## src/rtl/token_ctrl_pkg.sv

```systemverilog
// token_ctrl_pkg: state encoding and width helper shared by the token data controller.
package token_ctrl_pkg;
    typedef enum logic [1:0] {IDLE, AUTH, DATA, LOCK} state_t;

    function automatic int width_of(input int n);
        return (n <= 2) ? 1 : $clog2(n);
    endfunction
endpackage

```

## src/rtl/token_ctrl_regfile.sv

```systemverilog
// token_ctrl_regfile: NUM_CH x DATA_W channel registers, one write port, combinational read of the addressed entry.
module token_ctrl_regfile #(
    parameter int DATA_W = 8,
    parameter int NUM_CH = 4,
    parameter int CH_W   = 2
) (
    input  logic              clock,
    input  logic              reset,
    input  logic              we,
    input  logic [CH_W-1:0]   addr,
    input  logic [DATA_W-1:0] wdata,
    output logic [DATA_W-1:0] rdata
);
    logic [DATA_W-1:0] regs [NUM_CH];

    assign rdata = regs[addr];

    always_ff @(posedge clock) begin
        if (reset) begin
            for (int i = 0; i < NUM_CH; i++) regs[i] <= '0;
        end else if (we) begin
            regs[addr] <= wdata;
        end
    end
endmodule

```

## src/rtl/token_data_controller.sv

```systemverilog
// token_data_controller: token-gated write access to NUM_CH time-data registers with retry lockout and idle timeout.
module token_data_controller
    import token_ctrl_pkg::*;
#(
    parameter int TOKEN_W     = 3,
    parameter int DATA_W      = 8,
    parameter int NUM_CH      = 4,
    parameter int MAX_TRIES   = 3,
    parameter int LOCK_CYCLES = 16,
    parameter int TIMEOUT     = 32,
    localparam int CH_W       = width_of(NUM_CH)
) (
    input  logic               clock,
    input  logic               reset,
    input  logic [TOKEN_W-1:0] system_token,
    input  logic               request,
    input  logic [CH_W-1:0]    ch_sel,
    input  logic               confirm,
    input  logic [TOKEN_W-1:0] user_token,
    input  logic               data_valid,
    input  logic [DATA_W-1:0]  TimeData,
    output logic [DATA_W-1:0]  data_P,
    output logic [DATA_W-1:0]  data_Q,
    output logic               granted,
    output logic               locked,
    output logic               done,
    output logic               error
);
    // One timer serves the idle timeout and the lockout window.
    localparam int TW = width_of(TIMEOUT > LOCK_CYCLES ? TIMEOUT : LOCK_CYCLES);
    localparam int FW = width_of(MAX_TRIES + 1);

    state_t            state;
    logic [CH_W-1:0]   ch_q;
    logic [TW-1:0]     timer;
    logic [FW-1:0]     fail_cnt;
    logic [DATA_W-1:0] rd;
    logic              we;
    logic              timeout_hit;
    logic              lock_end;
    logic              match;

    assign granted     = state == DATA;
    assign locked      = state == LOCK;
    assign match       = user_token == system_token;
    assign timeout_hit = timer == TW'(TIMEOUT - 1);
    assign lock_end    = timer == TW'(LOCK_CYCLES - 1);
    assign we          = (state == DATA) && request && data_valid;

    token_ctrl_regfile #(.DATA_W(DATA_W), .NUM_CH(NUM_CH), .CH_W(CH_W)) u_regfile (
        .clock (clock),
        .reset (reset),
        .we    (we),
        .addr  (ch_q),
        .wdata (TimeData),
        .rdata (rd)
    );

    always_ff @(posedge clock) begin
        if (reset) begin
            state    <= IDLE;
            ch_q     <= '0;
            timer    <= '0;
            fail_cnt <= '0;
            data_P   <= '0;
            data_Q   <= '0;
            done     <= 1'b0;
            error    <= 1'b0;
        end else begin
            done  <= 1'b0;
            error <= 1'b0;
            case (state)
                IDLE: if (request) begin
                    if (32'(ch_sel) >= NUM_CH) begin
                        error <= 1'b1;
                    end else begin
                        ch_q     <= ch_sel;
                        timer    <= '0;
                        fail_cnt <= '0;
                        state    <= AUTH;
                    end
                end
                AUTH: if (!request) begin
                    state <= IDLE;
                    error <= 1'b1;
                end else if (confirm && match) begin
                    state <= DATA;
                    timer <= '0;
                end else if (confirm) begin
                    fail_cnt <= fail_cnt + 1'b1;
                    timer    <= '0;
                    if (fail_cnt + 1'b1 == FW'(MAX_TRIES)) begin
                        state <= LOCK;
                        error <= 1'b1;
                    end
                end else if (timeout_hit) begin
                    state <= IDLE;
                    error <= 1'b1;
                end else begin
                    timer <= timer + 1'b1;
                end
                DATA: if (!request) begin
                    state <= IDLE;
                    error <= 1'b1;
                end else if (data_valid) begin
                    data_Q <= rd;
                    data_P <= TimeData;
                    done   <= 1'b1;
                    state  <= IDLE;
                end else if (timeout_hit) begin
                    state <= IDLE;
                    error <= 1'b1;
                end else begin
                    timer <= timer + 1'b1;
                end
                LOCK: if (lock_end) begin
                    state    <= IDLE;
                    fail_cnt <= '0;
                end else begin
                    timer <= timer + 1'b1;
                end
                default: state <= IDLE;
            endcase
        end
    end
endmodule

```

## config.mk

```make
export PLATFORM = sky130hd
export DESIGN_NAME = token_data_controller
export DESIGN_NICKNAME = d
export VERILOG_FILES = /design/src/rtl/token_ctrl_pkg.sv /design/src/rtl/token_ctrl_regfile.sv /design/src/rtl/token_data_controller.sv
export SDC_FILE = /design/constraint.sdc
export NUM_CORES = 1
export LEC_CHECK = 0
export CAP_MARGIN = 20
export CELL_PAD_IN_SITES_DETAIL_PLACEMENT = 1
export CELL_PAD_IN_SITES_GLOBAL_PLACEMENT = 1
export CORE_MARGIN = 2
export CORE_UTILIZATION = 44
export CTS_CLUSTER_DIAMETER = 120
export DETAILED_ROUTE_END_ITERATION = 7
export PLACE_DENSITY = 0.92
export SYNTH_ARGS = -nofsm -noshare
export SYNTH_HDL_FRONTEND = slang
export SYNTH_SLANG_ARGS = --single-unit
```

## constraint.sdc

```tcl
create_clock -name clock -period 2.1 [get_ports clock]
set_input_delay 0.42 -clock clock [delete_from_list [all_inputs] [get_ports clock]]
set_output_delay 0.42 -clock clock [all_outputs]
set_load 0.1 [all_outputs]
```

## Word-level counts from Yosys, hierarchy flattened

Memory sizes are Yosys's and may differ from the RTL's. A register that Yosys moved wholly into a read port is not among the register bits.
Index checks and enable logic that the tools add are counted.

| cells by class | value |
|---|---|
| $add $sub $neg | 2 |
| equal/unequal tests | 16 |
| bitwise operators | 2 |
| reductions and logical operators | 12 |
| muxes and demuxes | 41 |

Operator list:

| operator | number |
|---|---|
| two-way mux 5 bit | 8 |
| two-way mux 2 bit | 14 |
| case mux 5 bit (4 select lines) | 1 |
| two-way mux 1 bit | 14 |
| inequality test 2 bit, second input constant | 7 |
| two-way mux 8 bit | 1 |
| case mux 2 bit (4 select lines) | 1 |
| OR reduction 8 bit | 1 |
| equality test 2 bit, second input constant | 3 |
| case mux 2 bit (3 select lines) | 1 |
| AND reduction 3 bit | 2 |
| AND reduction 6 bit | 1 |
| adder 5 x 1 -> 5 bit, second input constant | 1 |
| equality test 5 x 4 -> 1 bit, second input constant | 1 |
| equality test 5 bit, second input constant | 1 |
| inequality test 5 bit, second input constant | 1 |
| AND reduction 5 bit | 1 |
| equality test 3 bit | 1 |
| logical AND 1 bit | 3 |
| nonzero test 3 bit | 1 |
| OR reduction 3 bit | 1 |
| adder 2 x 1 -> 2 bit, second input constant | 1 |
| equality test 2 x 1 -> 1 bit, second input constant | 1 |
| logical NOT 2 bit | 1 |
| 4 further kinds | 5 |

| storage, ports and cells | value |
|---|---|
| memories kept | 1 |
| RAM bits | 32 |
| word-level logic and storage cells | 81 |
| bits in registers | 21 |
| input port bits | 21 |
| output and inout port bits | 20 |

Memory list:

| memory | words | width | rd ports | clocked after memory_dff | wr ports | RTL line | RTL |
|---|---|---|---|---|---|---|---|
| u_regfile.regs | 4 | 8 | 1 | 1 | 4 | token_ctrl_regfile.sv:14 | `logic [DATA_W-1:0] regs [NUM_CH];` |

## Longest topological paths before layout

Gate-level depths: netlist (run 1).

| logic depth | value |
|---|---|
| depth after elaboration | 8 |
| gate-level depth with buffers | 7 |
| depth with buffers taken out | 7 |

## Hierarchy

Synthesis (run 1) repeated with hierarchy kept, for this count alone.

| unflattened totals | value |
|---|---|
| cell total of the unflattened synthesis | 283 |
| area total of the unflattened synthesis | 2967.8 µm² |

Modules (own cells, without submodules):

| module | area each (µm²) | instances | cells each | seq. area each (µm²) |
|---|---|---|---|---|
| token_data_controller | 1554.0 | 1 | 188 | 580.6 |
| token_ctrl_regfile | 1413.9 | 1 | 95 | 960.9 |

## Worst setup path after synthesis (run 1)

No wires, ideal clock.

| timing path | value |
|---|---|
| path type | register to register |
| start point | register state[0] |
| end point | memory u_regfile.regs[0][0] (enable) |
| clock period less this slack | 2629 ps |
| arrival | 2320 ps |
| stages on the path, launching flop included | 6 |
| required time | 1790 ps |
| setup slack | -529 ps |
| buffers on the path | 0 |
| library setup time | 310 ps |
| cell sequence | dfxtp_1 > inv_1 > ha_1 > nand3_4 > nor4_2 > or2_2 |

RTL lines:

| what | RTL line | RTL |
|---|---|---|
| start, declared | token_data_controller.sv:33 | `state_t state;` |
| start signal, assigned | token_data_controller.sv:61 | `state <= IDLE;` |
| start signal, assigned | token_data_controller.sv:80 | `state <= AUTH;` |
| start signal, assigned | token_data_controller.sv:84 | `state <= IDLE;` |
| end, declared | token_ctrl_regfile.sv:14 |  |

==> impl.org, run 1 <==
** Yosys
- Synthesis inferred 61 register bits.
- During synthesis, Yosys emitted a total of 0 warnings.
- Most used flip-flop cell after synthesis :: sky130_fd_sc_hd__edfxtp_1
- After synthesis, the mean cell area works out to 12.6 um2.
- The number of nets in the synthesized netlist is 261.
- After synthesis the cells add up to 0.00289 mm2.
- Sequential area share after synthesis :: 53.4%
- The synthesized netlist contains 54 unique library cells.
- For this run, asynchronously set or reset flops after synthesis account for 0%.
- Number of synthesized flops with an enable pin :: 32
- Post-Syn Instances :: 230

** GRT
- The via count of the first global-routing pass was 2290.
- The initial antenna violation count was 0.
- Entering global routing, the biggest net connects 24 pins.
- Met1 Usage GRT :: 26.8%
- Busiest layer in global routing :: met2
- After global routing the overflow that remains totals 0.
- Met2 routing resource usage after global routing :: 37.8%
- For this run, global-route usage on met3 was measured as 5.74%.
- Global router's overall resource usage :: 21.8%
- First-pass GRT wire length :: 11.9 mm

** Die
- CORE AREA :: 0.00635 mm2
- Measured along the x axis, the die boundary spans 85.0 um.
- Measured along the y axis, the die boundary spans 85.0 um.
- # rows :: 29
- Top-level port count :: 41
- The initial utilization of the core area, before any placement, comes to 45.5%.
- Die outline area :: 0.00723 mm2

** Final layout
- Highest-count cells in the layout ignoring fill and taps :: 33 x sky130_fd_sc_hd__and2_1, 32 x sky130_fd_sc_hd__buf_4, 32 x sky130_fd_sc_hd__edfxtp_1
- Leaving out fill and tap cells, the most frequent cell in the layout is sky130_fd_sc_hd__and2_1.
- Once layout is complete, the utilization of the core stands at 57.6%.
- Of the cells placed in the final design, the portion with a size suffix greater than 1 is 25.9%.
- Flip-flop and latch area :: 0.00154 mm2
- Layout Cell Area excl Fill :: 0.00366 mm2
- Antenna cells :: 0
- Area Growth Syn to Fin :: 26.6%
- Footprint of the multi-input gates :: 0.00125 mm2
- At the end of the flow, the number of nets in the layout was 319.
- Counting the fill cells in the layout gives 647.

** Flow run
- Max-cap viol count :: 0

** Route
- After the first detailed-routing iteration, the DRC count stood at 130.
- Antenna-violating nets left :: 0
- WL final :: 7.19 mm
- Before antenna repair, the detailed router went through 4 iterations.
- Via count :: 2059
- Remaining routing DRC violations :: 0
- After detailed routing, the average wire length per cell comes to 19.4 um.
- Vias/cell :: 5.56

** Setup path
- The worst register-to-register path ends at u_regfile.regs[2][5].
- Worst Path Max Fanout :: 8
- STA puts the critical path data arrival time at 1.98 ns.
- Endpoint kind of the worst setup timing path :: flip-flop
- Launch point of the worst reg-to-reg path :: state[0]
- Flop-to-flop setup slack :: 0.14 ns
- STA puts the critical path data required time at 2.12 ns.
- For the worst flop-to-flop path, the logic depth is 5.
- Critical setup path kind :: flip-flop to flip-flop
- Nature of the critical path startpoint :: flip-flop

** Clocking
- Clock tree synthesis found a total of 61 sinks.
- Clock buffers created by TritonCTS :: 9
- Setup bufs post-CTS :: 0
- After clock tree synthesis, the clock-pin slew on the worst setup and hold paths is 0.06 ns.
- Hold buffers post-CTS :: 0
- TritonCTS clock tree :: yes
- Worst-case clock buffer depth :: 2
- Clock latency on the worst-skew pair, taken at its later pin, is 0.34 ns.
- In this run the clock root is driven by a sky130_fd_sc_hd__clkbuf_8.
- The H-tree was split into 3 levels.

** Place
- Routability-driven placement finished with a final weighted congestion of 0.941.
- Input and output buffers added on the ports amount to 40.
- Instance area at placement :: 0.00344 mm2
- Detailed placement HPWL :: 5.17 mm

** Power and ir drop
- The analysis attributes to cell leakage a power of 1.47 nW.
- Overall power consumption :: 0.00281 W
- Power density normalized to cell area :: 769 mW/mm2
- VDD sags by at most 0.683 mV.

** Status
- The run finished with clean final reports.

** STA
- Counting I/O delays and the setup requirement, the final critical path takes 1.96 ns.
- In this run the tightest slew margin relative to its limit is 66.5%.
- Setup repair after global routing left no endpoint under its margin.
- For the pin with the worst max-slew slack, the measured transition is 0.501 ns.
- In the final timing run, aggregate negative setup slack is 0 ns.
- On the final layout, the worst clock skew is 0.00587 ns.
- Hold Violations, Final :: 0
- Final setup violation count :: 0
- Timing would allow up to 0.510 GHz.
- Ratio of final minimum period to clock period :: 93.4%
- The number of max-slew violations in the final report came to 0.

** Worst hold path
- Type of the worst min-delay path :: flip-flop to flip-flop
- The path with the worst hold slack has its endpoint at data_P[5].
- The worst hold path begins at data_P[5].
- Hold path cells :: 1
[kinds of logic after synthesis]
kind of cell	synth area share [%]
AOI/OAI and AO/OA	16.3
adders and majority gates	4.33
xor gates and xnor gates	0.910
buffers and inverters	3.68
and+or+nand+nor	15.2
DFF	53.4
muxes	6.24
[worst max path at each step]
stage	start	endpoint	cells after the start
4_1_cts	timer[0]	fail_cnt[1]	7
3_5_place_dp	request	fail_cnt[1]	6
2_1_floorplan	state[0]	u_regfile.regs[0][0]	5
3_3_place_gp	system_token[0]	state[1]	5
6_report	state[0]	u_regfile.regs[2][5]	5
5_1_grt	timer[0]	fail_cnt[1]	7
[Yosys cell counts, types with 4 or more instances]
library cell | number | area (um2)
sky130_fd_sc_hd__a22o_1 | 8 | 70.1
sky130_fd_sc_hd__a21o_1 | 9 | 67.6
sky130_fd_sc_hd__nand2_1 | 8 | 30.0
sky130_fd_sc_hd__ha_1 | 10 | 125
sky130_fd_sc_hd__a21oi_1 | 10 | 50.1
sky130_fd_sc_hd__edfxtp_1 | 32 | 961
sky130_fd_sc_hd__inv_1 | 14 | 52.6
sky130_fd_sc_hd__and2_1 | 33 | 206
sky130_fd_sc_hd__dfxtp_1 | 29 | 581
sky130_fd_sc_hd__mux4_2 | 8 | 180
sky130_fd_sc_hd__buf_2 | 4 | 20.0
[critical path, stage by stage, from the launching register on]
cell                      delay (ns)
sky130_fd_sc_hd__dfxtp_1        0.37
sky130_fd_sc_hd__inv_1          0.13
sky130_fd_sc_hd__ha_2           0.37
sky130_fd_sc_hd__nand3_4        0.20
sky130_fd_sc_hd__nor4b_4        0.26
sky130_fd_sc_hd__or2_2          0.31
[metal layers]
layer / part of all wire [%] / wire (um) / up-vias
met5: 0 / 0 / -
met4: 0.88 / 63 / 0
met3: 3.5 / 255 / 6
met2: 52 / 3750 / 52
met1: 43 / 3120 / 1026
li1: - / - / 975
[where the power goes]
| part | switching [W] | internal (W) | total (W) |
|---|---|---|---|
| clock network | 0.000450 | 0.000663 | 0.00111 |
| registers | 0.0000249 | 0.00129 | 0.00131 |
| logic | 0.000219 | 0.000170 | 0.000389 |
[metrics by stage]
step                      hold slack (ns)  std cells  setup slack (ns)
after floorplan                     0.458        230            -0.107
after global placement              0.437        354            0.0879
after detailed placement            0.448        354           0.00817
after CTS                           0.466        370            0.0479
after global routing                0.488        370           0.00924
final                               0.460        370             0.139
[sequential cells by signal, indices dropped and copies added (netlist names)]
signal          cells
u_regfile.regs     32
data_P              8
data_Q              8
timer               5
ch_q                2
fail_cnt            2
state               2
done                1
error               1
[final cells by class]
cell class / count / area share, %
clock buffers: 11 / 3.59
clock inverters: 5 / 2.05
inverters: 16 / 1.64
multi-input cells: 145 / 34.2
flip-flops and latches: 61 / 42.1
well taps: 77 / 2.63
repair buffers: 55 / 13.7
[timing repair]
| item | in CTS | in global routing |
|---|---|---|
| endpoints found under the hold margin | 0 | 0 |
| endpoints found under the setup margin | 0 | 3 |
| gates resized for setup | 0 | 3 |
(Power assumes the default switching activity.)
==> run 2, diff against run 1 <==
--- a/config.mk
+++ b/config.mk
@@ -6,13 +6,11 @@
 export NUM_CORES = 1
 export LEC_CHECK = 0
 export CAP_MARGIN = 20
-export CELL_PAD_IN_SITES_DETAIL_PLACEMENT = 1
-export CELL_PAD_IN_SITES_GLOBAL_PLACEMENT = 1
 export CORE_MARGIN = 2
-export CORE_UTILIZATION = 44
+export CORE_UTILIZATION = 53
 export CTS_CLUSTER_DIAMETER = 120
 export DETAILED_ROUTE_END_ITERATION = 7
-export PLACE_DENSITY = 0.92
+export PLACE_DENSITY = 0.9
 export SYNTH_ARGS = -nofsm -noshare
 export SYNTH_HDL_FRONTEND = slang
 export SYNTH_SLANG_ARGS = --single-unit
==> run 2 against run 1 <==
  * Clock skew rose by 0.0072 ns
  * Flip-flop and latch count did not move
  * Global-route usage rose by 0.79 points
  * First-iteration DRC count rose by 52%
  * Critical path depth rose by 2
  * Worst hold slack got worse by 0.00051 ns
  * Combinational power fell by 3%
  * Total power rose by 0.91%
  * Cell area did not move
  * Highest routed layer unchanged
  * Critical path type unchanged
==> impl.org, run 2 (same netlist as run 1, synthesis figures left out) <==
** GRT
- First-pass GRT wire length :: 10.3 mm
- For this run the aggregate overflow at the end of global routing stands at 0.
- Pin count of the biggest net entering global routing :: 24
- Via count of the first global-routing pass :: 2086
- Global routing used 22.6% of the available tracks across all layers.
- Initial antenna violation count :: 0

** STA
- The worst pin sits at a relative slew slack of 62.8%.
- Across all hold checks on the routed design, the worst slack comes to 0.460 ns.
- Timing would allow up to 0.505 GHz.
- Setup violations remaining at the end of the flow were counted as 0.
- For the final database, setup skew stands at 0.0131 ns.
- Slew at the pin with the worst max-slew slack :: 0.550 ns
- Setup repair after global routing left no endpoint under its margin.
- Final min period :: 1.98 ns
- The number of max-slew violations in the final report is 0.
- Dividing the final minimum period by the clock period gives 94.3%.
- Hold Violations, Final :: 0

** Place
- Counting tap cells, the placed design contains a total of 347 instances.
- The count of buffers added on input and output ports is 40.
- Global placement routability congestion :: 1.03
- Summed over all nets, the half-perimeter wirelength after detailed placement is 4.41 mm.

** Setup path
- The worst register-to-register path ends at fail_cnt[1].
- Among all stages on the critical path, the largest delay is contributed by sky130_fd_sc_hd__a2111oi_1.
- Launch point of the worst reg-to-reg path :: timer[0]
- Endpoint kind of the worst setup timing path :: flip-flop
- Critical setup path kind :: flip-flop to flip-flop
- In this run the register-to-register setup slack is 0.12 ns.
- Nature of the critical path startpoint :: flip-flop
- Of all nets on the critical path, the largest fanout is 4.
- Worst R2R Path Depth :: 7
- Worst stage delay on the critical path :: 0.52 ns
- The critical path goes through ha_1, and3_1, ha_1, inv_1, a2111oi_1, nand2_1, o32ai_1.
- For the worst setup path, the data arrival time is 2.23 ns.
- Worst path most repeated cell :: sky130_fd_sc_hd__ha_1
- For the worst setup path, the data required time is 2.35 ns.

** Final layout
- Area Growth Syn to Fin :: 26.6%
- Largest registers :: u_regfile.regs x32, data_P x8, data_Q x8
- Non-filler instance count after layout :: 363
- In the final layout, the share of cells above drive strength 1 is 25.9%.
- Antenna cells :: 0
- Layout Utilization :: 70.7%
- The library cell used most frequently in the layout, excluding fill and tap cells, is sky130_fd_sc_hd__and2_1.
- In the layout the commonest cells are 33 x sky130_fd_sc_hd__and2_1, 32 x sky130_fd_sc_hd__buf_4, 32 x sky130_fd_sc_hd__edfxtp_1.
- Flip-flop and latch area :: 0.00154 mm2
- Fill cell instance count of the final layout :: 335
- Max FFs per register :: 32
- In the final design database the tool counted 319 nets.
- Footprint of the multi-input gates :: 0.00124 mm2
- Ranked by flip-flop count, first place goes to u_regfile.regs.

** Worst hold path
- Hold Path Origin :: data_P[0]
- Counting instances, the worst hold path has a depth of 1.
- Type of the worst min-delay path :: flip-flop to flip-flop
- Hold worst-path end :: data_P[0]

** Power and ir drop
- IR analysis of the VDD net gives a maximum drop of 0.608 mV.
- In this run the power density over the cells is 776 mW/mm2.
- The design draws 0.00284 W.
- In this run the static leakage power is 1.48 nW.

** Route
- In the final routed layout, each cell accounts on average for 17.3 um.
- After detailed routing, the number of remaining DRC violations is 0.
- Iteration-0 DRC Markers :: 197
- Via count :: 2090
- After detailed routing, the number of vias per cell comes to 5.76.
- The first detailed-routing pass ran for 4 iterations.
- Summed over all layers, the routed wires come to 6.29 mm.
- Antenna-violating nets left :: 0

** Flow run
- Max-cap viol count :: 0

** Clocking
- After clock tree synthesis, the clock-pin slew on the worst setup and hold paths is 0.07 ns.
- Clock tree synthesis inserted a total of 9 buffers.
- Hold buffers post-CTS :: 0
- The clock net in this run drives a total of 61 sinks.
- The later pin in the worst-skew pair is clocked with a latency of 0.34 ns.
- Number of levels in the clock H-tree :: 3
- Worst-case clock buffer depth :: 2
- TritonCTS built the clock tree.
- The tree is rooted in a sky130_fd_sc_hd__clkbuf_8.

** Die
- Once the floorplan was initialized, standard cells occupied 55.9% of the core.
- The total area inside the core boundary comes to 0.00517 mm2.
- DIE HEIGHT :: 77.8 um
- From left edge to right edge, the die measures 77.8 um.
- The floorplan step defined a die boundary enclosing 0.00606 mm2.
- In this run the core area contains 26 standard-cell rows.
- In this run the count of I/O pins placed on the die edge is 41.

** Status
- Outcome :: finished clean
run 2: changes by cell type in the layout (fill, tap and decap cells not counted), sizes merged:
cell | before | now
inv | 16 | 17
clkbuf | 11 | 9
clkinvlp | 0 | 1
run 2: per-stage QoR:
stage | instance area (um2) | setup WS [ns] | TNS [ns]
2_1_floorplan | 2890 | -0.107 | -3.07
6_report | 3660 | 0.120 | 0
3_5_place_dp | 3430 | -0.0513 | -0.0593
4_1_cts | 3660 | 0.0718 | 0
5_1_grt | 3660 | 0.0437 | 0
3_3_place_gp | 3430 | 0.0461 | 0
run 2: area by class of cell:
class                   count  share of cell area [%]
multi-input cells         145                    34.0
repair buffers             55                    13.7
well taps                  70                    2.39
inverters                  16                    1.64
flip-flops and latches     61                    42.1
clock inverters             7                    2.70
clock buffers               9                    3.39
run 2: worst max-delay path by stage:
stage          startpoint                    to
6_report         timer[0]           fail_cnt[1]
5_1_grt          timer[0]           fail_cnt[1]
4_1_cts          timer[0]           fail_cnt[1]
3_5_place_dp      request           fail_cnt[1]
3_3_place_gp      request           fail_cnt[1]
2_1_floorplan    state[0]  u_regfile.regs[0][0]
run 2: layer usage:
metal  vias to the layer above  wire length [um]  track usage [%]
met5                         -                 0                0
met2                        81              3210             37.8
li1                        975                 -                -
met3                        13               422             6.74
met1                      1021              2580             27.8
met4                         0                80             7.68
run 2: worst max-delay path, delay by kind of cell (launching register included):
kind | cells | cell delay (ns)
AOI/OAI and AO/OA | 2 | 0.65
buffers and inverters | 1 | 0.09
adders and majority gates | 2 | 0.45
DFF | 1 | 0.38
and+or+nand+nor | 2 | 0.32
run 2: timing repair:
item,4_1_cts,5_1_grt
resized for setup,0,1
setup endpoints to repair,0,2
buffers inserted,0,0
run 2: where the power goes:
group          internal (W)  switching [W]  total (W)
clock              0.000673       0.000481    0.00115
sequential          0.00128      0.0000221    0.00131
combinational      0.000168       0.000209   0.000378
